$ cat src/rtl/hazard_ctrl.sv
// ---------------------------------------------------------------------------
// hazard_ctrl
//   Hazard and sequencing controller for the 5-stage core (IF/ID/EX/MEM/WB).
//   It drives the per-stage stall and flush controls for the stage registers.
//   A stall holds the output register of a stage. A flush clears that
//   register's valid bit.
//
//   Hazards handled, highest priority first:
//     - data-memory wait: the whole pipeline freezes
//     - multi-cycle MDU operation: MDU_WAIT state, bounded by a timeout
//     - EX redirect: the two younger wrong-path instructions are flushed
//     - load-use: one bubble is inserted into EX
//
//   It also keeps saturating stall and redirect performance counters.
//
// Ports
//   clk, rst                  core clock, asynchronous active-high reset
//   id_*                      ID-stage instruction operands and use flags
//   ex_*                      EX-stage instruction attributes
//   mdu_done                  MDU result ready this cycle
//   dmem_stall                data memory not ready
//   clr_cnt                   synchronous clear of both perf counters
//   stall_if/id/ex/mem        hold the PC + IF/ID, ID/EX, EX/MEM, MEM/WB
//   flush_if/id/ex            clear the IF/ID, ID/EX, EX/MEM valid bits
//   mdu_start, mdu_timeout    one-cycle event pulses
//   stall_cnt, flush_cnt      saturating perf counters
// ---------------------------------------------------------------------------
module hazard_ctrl #(
    parameter int MDU_TIMEOUT = 64,
    parameter int CNT_W       = 32
) (
    input  logic             clk,
    input  logic             rst,
    input  logic             id_valid,
    input  logic [4:0]       id_rs1,
    input  logic [4:0]       id_rs2,
    input  logic             id_use_rs1,
    input  logic             id_use_rs2,
    input  logic             ex_valid,
    input  logic [4:0]       ex_rd,
    input  logic             ex_is_load,
    input  logic             ex_is_mdu,
    input  logic             ex_redirect,
    input  logic             mdu_done,
    input  logic             dmem_stall,
    input  logic             clr_cnt,
    output logic             stall_if,
    output logic             stall_id,
    output logic             stall_ex,
    output logic             stall_mem,
    output logic             flush_if,
    output logic             flush_id,
    output logic             flush_ex,
    output logic             mdu_start,
    output logic             mdu_timeout,
    output logic [CNT_W-1:0] stall_cnt,
    output logic [CNT_W-1:0] flush_cnt
);

    // The wait counter only needs to reach MDU_TIMEOUT-1.
    localparam int WAIT_W = $clog2(MDU_TIMEOUT);
    localparam logic [WAIT_W-1:0] WAIT_LAST = WAIT_W'(MDU_TIMEOUT - 1);

    typedef enum logic {
        RUN      = 1'b0,
        MDU_WAIT = 1'b1
    } state_t;

    state_t            state, state_nx;
    logic [WAIT_W-1:0] wait_cnt, wait_cnt_nx;
    logic              redirect_take;
    logic              load_use;

    // Saturating increment for the perf counters.
    function automatic logic [CNT_W-1:0] sat_inc(input logic [CNT_W-1:0] v);
        return (&v) ? v : v + CNT_W'(1);
    endfunction

    // A load in EX produces its value too late for the instruction in ID.
    // x0 is never a real dependency.
    assign load_use = ex_valid && ex_is_load && (ex_rd != 5'd0) && id_valid &&
                      ((id_use_rs1 && (id_rs1 == ex_rd)) ||
                       (id_use_rs2 && (id_rs2 == ex_rd)));

    always_comb begin
        state_nx      = state;
        wait_cnt_nx   = wait_cnt;
        stall_if      = 1'b0;
        stall_id      = 1'b0;
        stall_ex      = 1'b0;
        stall_mem     = 1'b0;
        flush_if      = 1'b0;
        flush_id      = 1'b0;
        flush_ex      = 1'b0;
        mdu_start     = 1'b0;
        mdu_timeout   = 1'b0;
        redirect_take = 1'b0;

        // All controls stay quiet while reset is held.
        // The reset is asynchronous, so this gating must be combinational too.
        if (!rst) begin
            if (dmem_stall) begin
                // Freeze everything. The FSM and the wait counter hold.
                stall_if  = 1'b1;
                stall_id  = 1'b1;
                stall_ex  = 1'b1;
                stall_mem = 1'b1;
            end else if (state == MDU_WAIT) begin
                if (mdu_done) begin
                    state_nx    = RUN;
                    wait_cnt_nx = '0;
                end else if (wait_cnt == WAIT_LAST) begin
                    // Forced release. The stalls drop exactly as they would
                    // for a completed operation.
                    mdu_timeout = 1'b1;
                    state_nx    = RUN;
                    wait_cnt_nx = '0;
                end else begin
                    stall_if    = 1'b1;
                    stall_id    = 1'b1;
                    stall_ex    = 1'b1;
                    flush_ex    = 1'b1;
                    wait_cnt_nx = wait_cnt + WAIT_W'(1);
                end
            end else if (ex_valid && ex_is_mdu && !mdu_done) begin
                // The entry cycle already counts as the first waited cycle.
                stall_if    = 1'b1;
                stall_id    = 1'b1;
                stall_ex    = 1'b1;
                flush_ex    = 1'b1;
                mdu_start   = 1'b1;
                state_nx    = MDU_WAIT;
                wait_cnt_nx = WAIT_W'(1);
            end else if (ex_valid && ex_redirect) begin
                // The ID instruction is on the wrong path.
                // This outranks load-use.
                flush_if      = 1'b1;
                flush_id      = 1'b1;
                redirect_take = 1'b1;
            end else if (load_use) begin
                // Hold ID for one cycle and bubble EX.
                // The load then forwards from MEM.
                stall_if = 1'b1;
                flush_id = 1'b1;
            end
        end
    end

    always_ff @(posedge clk or posedge rst) begin
        if (rst) begin
            state    <= RUN;
            wait_cnt <= '0;
        end else begin
            state    <= state_nx;
            wait_cnt <= wait_cnt_nx;
        end
    end

    // A clear wins over any increment in the same cycle.
    always_ff @(posedge clk or posedge rst) begin
        if (rst) begin
            stall_cnt <= '0;
            flush_cnt <= '0;
        end else if (clr_cnt) begin
            stall_cnt <= '0;
            flush_cnt <= '0;
        end else begin
            if (stall_if) begin
                stall_cnt <= sat_inc(stall_cnt);
            end
            if (redirect_take) begin
                flush_cnt <= sat_inc(flush_cnt);
            end
        end
    end

endmodule

$ cat config.mk
export PLATFORM = sky130hd
export DESIGN_NAME = hazard_ctrl
export DESIGN_NICKNAME = d
export VERILOG_FILES = /design/src/rtl/hazard_ctrl.sv
export SDC_FILE = /design/constraint.sdc
export NUM_CORES = 1
export LEC_CHECK = 0
export BUFFER_PORTS_ARGS = -buffer_cell sky130_fd_sc_hd__buf_4
export CORE_AREA = 4 4 115 117
export CTS_CLUSTER_SIZE = 24
export DETAILED_ROUTE_END_ITERATION = 7
export DIE_AREA = 0 0 119 121
export PLACE_DENSITY = 0.62
export SETUP_SLACK_MARGIN = 0.15
export SLEW_MARGIN = 20
export SYNTH_ARGS = -nofsm -noshare
export SYNTH_HDL_FRONTEND = slang
export SYNTH_SLANG_ARGS = --single-unit
$ cat constraint.sdc
create_clock -name clk -period 5.8 [get_ports clk]
set_input_delay 0.29 -clock clk [delete_from_list [all_inputs] [get_ports clk]]
set_output_delay 0.29 -clock clk [all_outputs]
set_load 0.02 [all_outputs]
# --- Word-level counts from Yosys, hierarchy flattened ---
# Cells that the tools add are included.
word_totals:
  word_cells: 79
  out_inout_bits: 73
  regBits: 71
  input_bits: 27
op_classes:
  reduce_logical: 21
  addsub: 3
  mux: 44
  eq_ne: 5
  bitwise: 2
ops:
  columns: ["cell", "count"]
  rows:
  - ["$mux W32", 6]
  - ["$add A32 B1 Y32 const B", 2]
  - ["$reduce_and A32 Y1", 2]
  - ["$mux W1", 34]
  - ["$mux W6", 4]
  - ["$eq A5 B5 Y1", 2]
  - ["$logic_and A1 B1 Y1", 9]
  - ["$add A6 B1 Y6 const B", 1]
  - ["$eq A6 B6 Y1 const B", 1]
  - ["$reduce_and A2 Y1", 3]
  - ["$reduce_bool A2 Y1", 3]
  - ["$reduce_bool A5 Y1", 1]
  - ["$ne A2 B2 Y1 const B", 2]
  - ["$reduce_and A3 Y1", 1]
  - ["$not A1 Y1", 2]
  - ["$logic_not A1 Y1", 1]
  - ["$logic_or A1 B1 Y1", 1]

# --- Logic depth before layout (Yosys ltp) ---
# Gate-level depths: netlist (run 1).
depth:
  ltp_word: 12
  mapped_depth: 9
  depth_no_buf: 7

# --- Worst setup path after synthesis (run 1) ---
# OpenSTA, ideal clock, no wires.
synth_timing:
  kind: "register to register"
  start: "register wait_cnt[0]"
  end: "register stall_cnt[5]"
  required_time_ps: 5672
  setup_slack_ps: 3336
  n_path_buf: 1
  stages_incl_launch_ff: 9
  setup_time_ps: 128
  arrival_ps: 2337
  period_less_slack_ps: 2464
  cell_sequence: "dfrtp_1 ha_1 and3_4 a311o_4 a21oi_4 a31oi_4 buf_6 nor4_1 mux2_1"
synth_via:
  elab_chain_len: 8
synth_lines:
  columns: ["element", "line_no", "text"]
  rows:
  - ["from (decl)", "70", "logic [WAIT_W-1:0] wait_cnt, wait_cnt_nx;"]
  - ["from (signal assigned)", "155", "wait_cnt <= wait_cnt_nx;"]
  - ["$eq A6 B6 Y1", "112", "end else if (wait_cnt == WAIT_LAST) begin"]
  - ["$mux W1", "112", null]
  - ["$mux W1", "109", "if (mdu_done) begin"]
  - ["$mux W1", "108", "end else if (state == MDU_WAIT) begin"]
  - ["$mux W1", "102", "if (dmem_stall) begin"]
  - ["$mux W1", "101", "if (!rst) begin"]
  - ["$reduce_bool A2 Y1 (no source line)", null, null]
  - ["$reduce_and A2 Y1 (no source line)", null, null]
  - ["to (signal assigned)", "169", "stall_cnt <= sat_inc(stall_cnt);"]
  - ["to (decl)", "56", "output logic [CNT_W-1:0] stall_cnt,"]
# Every way passes these cells.
# A chain may end at the register's enable or synchronous reset.

# --- Worst setup path in the final report (run 1) ---
layout_timing:
  start: "register wait_cnt[0]"
  end: "output stall_if"
layout_via:
  elab_chain_len: 6
layout_lines:
  columns: ["element", "line_no", "text"]
  rows:
  - ["$eq A6 B6 Y1", "112", null]
  - ["$mux W1", "112", null]
  - ["$mux W1", "109", null]
  - ["$mux W1", "108", null]
  - ["$mux W1", "102", null]
  - ["$mux W1", "101", null]
  - ["to (decl)", "47", "output logic stall_if,"]
# Every way passes these cells.

==> results of run 1 <==
## worst max-delay path: cells and delay by family, from the launching register on
family                     cells  cell delay (ps)
DFF                            1              420
and+or+nand+nor                1              200
buffers and inverters          3              530
adders and majority gates      1              240
AOI/OAI and AO/OA              3              690
## worst min path at each step
stage | from | endpoint
2_1_floorplan | wait_cnt[1] | wait_cnt[1]
3_3_place_gp | wait_cnt[1] | wait_cnt[1]
3_5_place_dp | wait_cnt[5] | wait_cnt[5]
4_1_cts | dmem_stall | wait_cnt[0]
5_1_grt | dmem_stall | wait_cnt[0]
6_report | rst | state
## through the flow
stage                     util [%]  hold WS [ps]
after floorplan                  -           468
after global placement        41.5           498
after detailed placement      41.5           511
after CTS                     43.8           320
after global routing          43.8           338
final                         43.8           281
## area by class of cell
cell class | count | area share [%]
Tap cell | 172 | 3.98
Sequential cell | 71 | 32.8
Multi-Input combinational cell | 368 | 43.3
Timing Repair Buffer | 102 | 14.2
Clock inverter | 3 | 0.324
Inverter | 9 | 0.624
Clock buffer | 13 | 4.81
## power by group through the flow
stage          logic [mW]  clock network (mW)  registers, mW
2_1_floorplan      0.0627                   0          0.518
6_report           0.0948               0.524          0.509
5_1_grt             0.106               0.559          0.510
3_5_place_dp       0.0966                   0          0.518
4_1_cts            0.0968               0.534          0.509
3_3_place_gp       0.0940                   0          0.518
## cell usage after synthesis (2+ instances only)
cell type	instances	area [sq um]
sky130_fd_sc_hd__and2_1	6	37.5
sky130_fd_sc_hd__nand3_1	34	170
sky130_fd_sc_hd__nand2_1	33	124
sky130_fd_sc_hd__xor2_1	23	201
sky130_fd_sc_hd__o211ai_1	2	15.0
sky130_fd_sc_hd__nor3_1	10	50.1
sky130_fd_sc_hd__a21oi_1	32	160
sky130_fd_sc_hd__buf_6	4	45.0
sky130_fd_sc_hd__nand3b_1	2	15.0
sky130_fd_sc_hd__and3_1	23	144
sky130_fd_sc_hd__nand2b_1	3	18.8
sky130_fd_sc_hd__inv_1	7	26.3
sky130_fd_sc_hd__or3_1	2	12.5
sky130_fd_sc_hd__dfrtp_1	71	1780
sky130_fd_sc_hd__nand4b_1	2	17.5
sky130_fd_sc_hd__ha_1	3	37.5
sky130_fd_sc_hd__xnor2_1	18	158
sky130_fd_sc_hd__nor2_1	47	176
sky130_fd_sc_hd__inv_2	2	7.51
sky130_fd_sc_hd__mux2_1	3	33.8
sky130_fd_sc_hd__o31ai_1	28	210
sky130_fd_sc_hd__nor2b_1	6	37.5
sky130_fd_sc_hd__buf_2	4	20.0
sky130_fd_sc_hd__and4_1	10	87.6
sky130_fd_sc_hd__nand4_1	19	119
sky130_fd_sc_hd__buf_4	2	15.0
sky130_fd_sc_hd__o2111ai_1	5	43.8
sky130_fd_sc_hd__nor4_1	2	12.5
sky130_fd_sc_hd__or4_1	28	210
sky130_fd_sc_hd__clkbuf_1	14	52.6
sky130_fd_sc_hd__o21ai_0	10	50.1
## registers in the layout, indices dropped and copies added (netlist names)
name and flops:
flush_cnt 32, stall_cnt 32, wait_cnt 6, state 1
## routing by layer
layer / GRT usage (%) / routed length, um / up-vias
li1: - / - / 1939
met1: 22.1 / 5360 / 1913
met2: 24.7 / 5280 / 127
met3: 3.73 / 661 / 13
met4: 4.85 / 141 / 0
met5: 0 / 0 / -
## logic make-up (layout without fill, tap and decap cells)
| family | after synthesis | after routing |
|---|---|---|
| compound gates | 86 | 86 |
| xor+xnor | 41 | 41 |
| fa+ha+maj | 3 | 3 |
| buf+inv | 33 | 127 |
| flops | 71 | 71 |
| mux | 4 | 4 |
| simple gates | 234 | 234 |
==> parameters.txt, run 1 <==
Parameter                              Value

Critical path
  Termination of the worst setup path    stall_if
  Critical Path Sink Type    output pin
  Start-to-end type of the worst setup path    reg2out
  Maximum cell stage delay along the critical path    440 ps
  Top cell by count, worst path    sky130_fd_sc_hd__buf_4
  Capture point of the worst reg-to-reg path    stall_cnt[5]
  FF-to-FF setup slack    3090 ps
  Worst Path Arrival    2430 ps
  Sort of element at the start of the critical path    flop
  Max stage delay cell, worst path    sky130_fd_sc_hd__a311o_4
  Depth of the worst register-to-register path    8
  Worst setup path startpoint    wait_cnt[0]
  Required time at the endpoint of the critical path    5510 ps
  Worst Path Max Fanout    61
  Critical register-to-register path startpoint    wait_cnt[0]
  Series of cell instances along the critical path    ha_1 -> and3_4 -> a311o_4 -> a21oi_4 -> a31oi_4 -> buf_4 -> inv_2 -> buf_4

Placement
  Placement-stage worst setup slack    3110 ps
  Number of input and output port buffers inserted    99
  Detail Placement HPWL    7700 um
  Number of placed instances, taps included    722
  Routability-driven placement congestion ratio    0.799
  Placement-stage cell area    5130 sq um

Yosys
  Post-Synthesis Cell Area    4280 sq um
  Per-instance average area after synthesis    9.07 sq um
  Dominant register cell in the synthesized netlist    sky130_fd_sc_hd__dfrtp_1
  Distinct cell type count of the synthesized netlist    48
  Seq cells post-synth    71
  Post-synthesis instance total    472
  Synthesized-area fraction occupied by xor and xnor cells    8.38%
  Post-synthesis share of cell area spent on and, or, nand and nor gates    30.4%
  Compound-Gate Fraction of Synth Area    14.0%
  Proportion of synthesized area in mux cells    1.02%
  Post-synthesis adder-cell area fraction    0.876%
  Combinational family with the most area after synthesis    simple AND/OR/NAND/NOR gates
  Async S/R FF share, synth    100%
  Post-synthesis net count    502
  Count of flip-flops with a built-in enable after synthesis    0
  Warnings, synthesis    0
  Sequential cell area fraction in the yosys report    41.5%

Global routing
  Total global routing overflow    0
  Global-route wire length before repair    19100 um
  Number of global-route vias before repair    3861
  Overall track demand over capacity in global routing    15.9%
  Largest net degree at the start of global routing    72
  Initial antenna violation count    0

Power and ir drop
  Leakage power    2.32 nW
  Register share of total power    45.2%
  Peak supply drop    0.132 mV
  Total net switching power    0.277 mW
  Pwr Density    208 nW/um^2
  Total chip power    1.13 mW
  Switching power as a share of total power    24.6%
  Internal power of the cells    0.851 mW
  Logic gate share of total power    8.4%
  Clock power share    46.4%

Floorplan
  Width of the chip    119 um
  FP Rows    41
  Number of ports placed on the die boundary    100
  Die Footprint    14400 sq um
  Core area    12400 sq um
  Initial cell density of the core    34.6%
  Die Span Y    121 um

Timing
  PnR worst setup slack    3080 ps
  Number of failing hold endpoints at the final stage    0
  Peak Freq    0.367 GHz
  Clock Skew    8.40 ps
  Summed negative setup slack over all endpoints    0 ps
  Final count of negative-setup-slack endpoints    0
  Slew @ Worst Pin    965 ps
  Ratio of final minimum period to clock period    46.9%
  Time the final worst path needs with I/O delays and setup    2720 ps
  RSZ-0062 raised after global routing    false
  Slew Viols, Final    0
  Max-slew headroom at the worst pin    35.7%

Detailed routing
  Routed vias/inst    5.41
  Post-DRT Antenna Nets    0
  DRC viols    0
  First-pass iteration count of the detailed router    4
  Total wire length    11400 um
  Iter 0 DRT Violations    200
  Routed wirelength normalized by instance count    15.5 um
  Vias after detailed routing    3992

Status
  Status    finished, final reports clean

Clock tree
  Post-CTS setup buffer count    0
  Cells resized by post-CTS repair    0
  Clock tree buffer depth    2
  Clock slew at reported path FFs    60 ps
  TritonCTS clock tree    done
  Hold Buf Count CTS    0
  Buffer cell driving the clock tree root    sky130_fd_sc_hd__clkbuf_16
  Sink count of the clock tree    71
  Number of H-tree branching levels    3
  Number of buffers added by the clock tree synthesis step    9
  Clock latency reported for the late side of the worst-skew pair    330 ps

Cells and area
  Fraction of layout cells with a size suffix above 1    22.6%
  Most common cell after layout, fill and taps aside    sky130_fd_sc_hd__buf_4
  Layout filler cell count    1212
  Area of the multi-input gates    2340 sq um
  Count of inserted antenna diode cells    0
  Area grow syn2layout    26.4%
  Total non-filler cell area in the finished layout    5410 sq um
  Cell Count, Final, Fillers Out    738
  Sequential standard cell area    1780 sq um
  Final #Nets    591
  Most frequent cells in the layout    sky130_fd_sc_hd__buf_4 (102), sky130_fd_sc_hd__dfrtp_1 (71), sky130_fd_sc_hd__nor2_1 (46), sky130_fd_sc_hd__nand3_1 (34), sky130_fd_sc_hd__nand2_1 (33)

Run
  Number of max-capacitance violations reported    0

Hold path
  Classification of the worst-slack hold path    in2async
Power figures use the tool's default switching activity.
==> inputs of run 2 (changes only) <==
==> constraint.sdc (replaced) <==
create_clock -name clk -period 2.7 [get_ports clk]
set_input_delay 0.135 -clock clk [delete_from_list [all_inputs] [get_ports clk]]
set_output_delay 0.135 -clock clk [all_outputs]
set_load 0.02 [all_outputs]
==> run 2 against run 1 <==
Net effect:
- sequential share of layout area is 1.1 points lower
- power rose by 110%
- cell count up 1.8%
- first-iteration DRC count rose by 34%
- die area did not move
- count of clock-buffer cells in the layout grew 1
==> parameters.txt, run 2 (synthesis results as in run 1) <==
Parameter                              Value

Floorplan
  Width of the chip    119 um (unchanged)
  Die Span Y    121 um (unchanged)
  Initial cell density of the core    34.6% (unchanged)
  Number of ports placed on the die boundary    100 (unchanged)
  Core area    12400 sq um (unchanged)
  FP Rows    41 (unchanged)
  Die Footprint    14400 sq um (unchanged)

Clock tree
  Clock slew at reported path FFs    50 ps (was 60 ps)
  Clock latency reported for the late side of the worst-skew pair    330 ps (about the same)
  Buffer cell driving the clock tree root    sky130_fd_sc_hd__clkbuf_16 (unchanged)
  Clock tree buffer depth    2 (unchanged)
  TritonCTS clock tree    done (unchanged)
  Number of H-tree branching levels    3 (unchanged)
  Sink count of the clock tree    71 (unchanged)
  Hold Buf Count CTS    0 (unchanged)
  Number of buffers added by the clock tree synthesis step    9 (unchanged)

Detailed routing
  Post-DRT Antenna Nets    0 (unchanged)
  Vias after detailed routing    4054 (was 3992)
  Iter 0 DRT Violations    267 (was 200)
  Total wire length    11600 um (was 11400 um)
  DRC viols    0 (unchanged)
  First-pass iteration count of the detailed router    4 (unchanged)
  Routed vias/inst    5.40 (was 5.41)
  Routed wirelength normalized by instance count    15.4 um (was 15.5 um)

Cells and area
  Most common cell after layout, fill and taps aside    sky130_fd_sc_hd__buf_4 (unchanged)
  Most frequent cells in the layout    sky130_fd_sc_hd__buf_4 (109), sky130_fd_sc_hd__dfrtp_1 (71), sky130_fd_sc_hd__nor2_1 (46), sky130_fd_sc_hd__nand3_1 (34), sky130_fd_sc_hd__nand2_1 (33) (was sky130_fd_sc_hd__buf_4 (102), sky130_fd_sc_hd__dfrtp_1 (71), sky130_fd_sc_hd__nor2_1 (46), sky130_fd_sc_hd__nand3_1 (34), sky130_fd_sc_hd__nand2_1 (33))
  End-of-flow core utilization    45.3% (was 43.8%)
  Registers with the most flip-flops    flush_cnt: 32 flops, stall_cnt: 32 flops, wait_cnt: 6 flops (unchanged)
  Area grow syn2layout    30.7% (was 26.4%)
  Fraction of layout cells with a size suffix above 1    24.7% (was 22.6%)
  Final #Nets    605 (was 591)
  Total non-filler cell area in the finished layout    5600 sq um (was 5410 sq um)
  Count of inserted antenna diode cells    0 (unchanged)

Timing
  Slew @ Worst Pin    804 ps (was 965 ps)
  Peak Freq    0.413 GHz
  Clock Skew    5.98 ps (was 8.40 ps)
  Summed negative setup slack over all endpoints    0 ps (unchanged)
  RSZ-0062 raised after global routing    false (unchanged)
  Final count of negative-setup-slack endpoints    0 (unchanged)
  Number of failing hold endpoints at the final stage    0 (unchanged)
  Max-slew headroom at the worst pin    46.3% (was 35.7%)
  Slew Viols, Final    0 (unchanged)
  Time the final worst path needs with I/O delays and setup    2420 ps
  Ratio of final minimum period to clock period    89.7%

Global routing
  Total global routing overflow    0 (unchanged)
  Largest net degree at the start of global routing    69 (was 72)
  Number of global-route vias before repair    3990 (was 3861)
  Initial antenna violation count    0 (unchanged)
  Global-route wire length before repair    18900 um (was 19100 um)
  Overall track demand over capacity in global routing    15.8% (was 15.9%)

Critical path
  Maximum cell stage delay along the critical path    500 ps (was 440 ps)
  Start-to-end type of the worst setup path    reg2reg (was reg2out)
  Worst setup path startpoint    wait_cnt[0] (unchanged)
  Required time at the endpoint of the critical path    2950 ps (was 5510 ps)
  Worst Path Arrival    2670 ps (was 2430 ps)
  Critical register-to-register path startpoint    wait_cnt[0] (unchanged)
  Series of cell instances along the critical path    ha_2 -> and3_4 -> a311o_4 -> a21oi_4 -> a31oi_4 -> clkbuf_16 -> or4_1 -> a21oi_1 (was ha_1 -> and3_4 -> a311o_4 -> a21oi_4 -> a31oi_4 -> buf_4 -> inv_2 -> buf_4)
  Max stage delay cell, worst path    sky130_fd_sc_hd__or4_1 (was sky130_fd_sc_hd__a311o_4)
  Critical Path Sink Type    flop (was output pin)
  Worst Path Max Fanout    8 (was 61)
  Sort of element at the start of the critical path    flop (unchanged)

Power and ir drop
  Leakage power    2.42 nW (was 2.32 nW)
  Total chip power    2.41 mW (was 1.13 mW)
  Pwr Density    430 nW/um^2 (was 208 nW/um^2)
  Peak supply drop    0.240 mV (was 0.132 mV)

Placement
  Placement-stage cell area    5220 sq um (was 5130 sq um)
  Detail Placement HPWL    7750 um (was 7700 um)
  Number of input and output port buffers inserted    99 (unchanged)
  Routability-driven placement congestion ratio    0.811 (was 0.799)

Run
  Number of max-capacitance violations reported    0 (unchanged)

Hold path
  Classification of the worst-slack hold path    in2async (unchanged)

Status
  Status    finished, final reports clean (unchanged)
==> run 2: critical path: cells and delay by family (launching register included) <==
kind,cells,cell delay [ps]
adder cells (fa/ha/maj),1,210
flip-flops,1,400
buffers and inverters,1,240
AO/OA/AOI/OAI,4,800
AND/OR/NAND/NOR,2,690
==> run 2: final timing paths <==
check	endpoint	cells after the start	slack (ps)
worst max register to register	stall_cnt[20]	8	280
worst min register to register	wait_cnt[3]	1	520
worst max-delay path	stall_cnt[20]	8	280
worst min-delay path	state	2	10
min in group clk	wait_cnt[0]	4	180
max in group asynchronous	stall_cnt[10]	3	2020
==> run 2: area by class of cell <==
class,count,area (sq um)
Multi-Input combinational cell,368,2360
Inverter,9,33.8
Timing Repair Buffer,116,956
Clock buffer,14,254
Sequential cell,71,1780
Fill cell,1196,6770
Clock inverter,1,5.00
Tap cell,172,215
==> run 2: where the power goes <==
part	internal [mW]	leakage [nW]	total (mW)	switching (mW)
sequential	1.08	0.985	1.10	0.0166
clock	0.642	0.127	1.07	0.428
combinational	0.106	1.31	0.242	0.135
total	1.83	2.42	2.41	0.579
==> run 2: stage by stage <==
step | hold slack, ps | worst slack, ps | std cells
3_3_place_gp | 389 | 258 | 730
2_1_floorplan | 306 | 236 | 472
4_1_cts | 47.7 | 162 | 746
6_report | 9.94 | 278 | 751
3_5_place_dp | 391 | 161 | 730
5_1_grt | 83.7 | 175 | 751
==> run 2: timing repair <==
| item | in CTS | in global routing |
|---|---|---|
| pin swaps | 1 | 3 |
| buffers inserted | 1 | 1 |
| resized for setup | 0 | 5 |
| gates cloned | 0 | 4 |
| setup endpoints to repair | 1 | 26 |
==> run 2: metal layers <==
| metal | vias to the layer above | part of all wire (%) | GRT usage (%) |
|---|---|---|---|
| li1 | 1961 | - | - |
| met1 | 1945 | 45 | 21.2 |
| met2 | 132 | 47 | 24.9 |
| met3 | 16 | 6.3 | 4.10 |
| met4 | 0 | 1.9 | 5.50 |
| met5 | - | 0 | 0 |
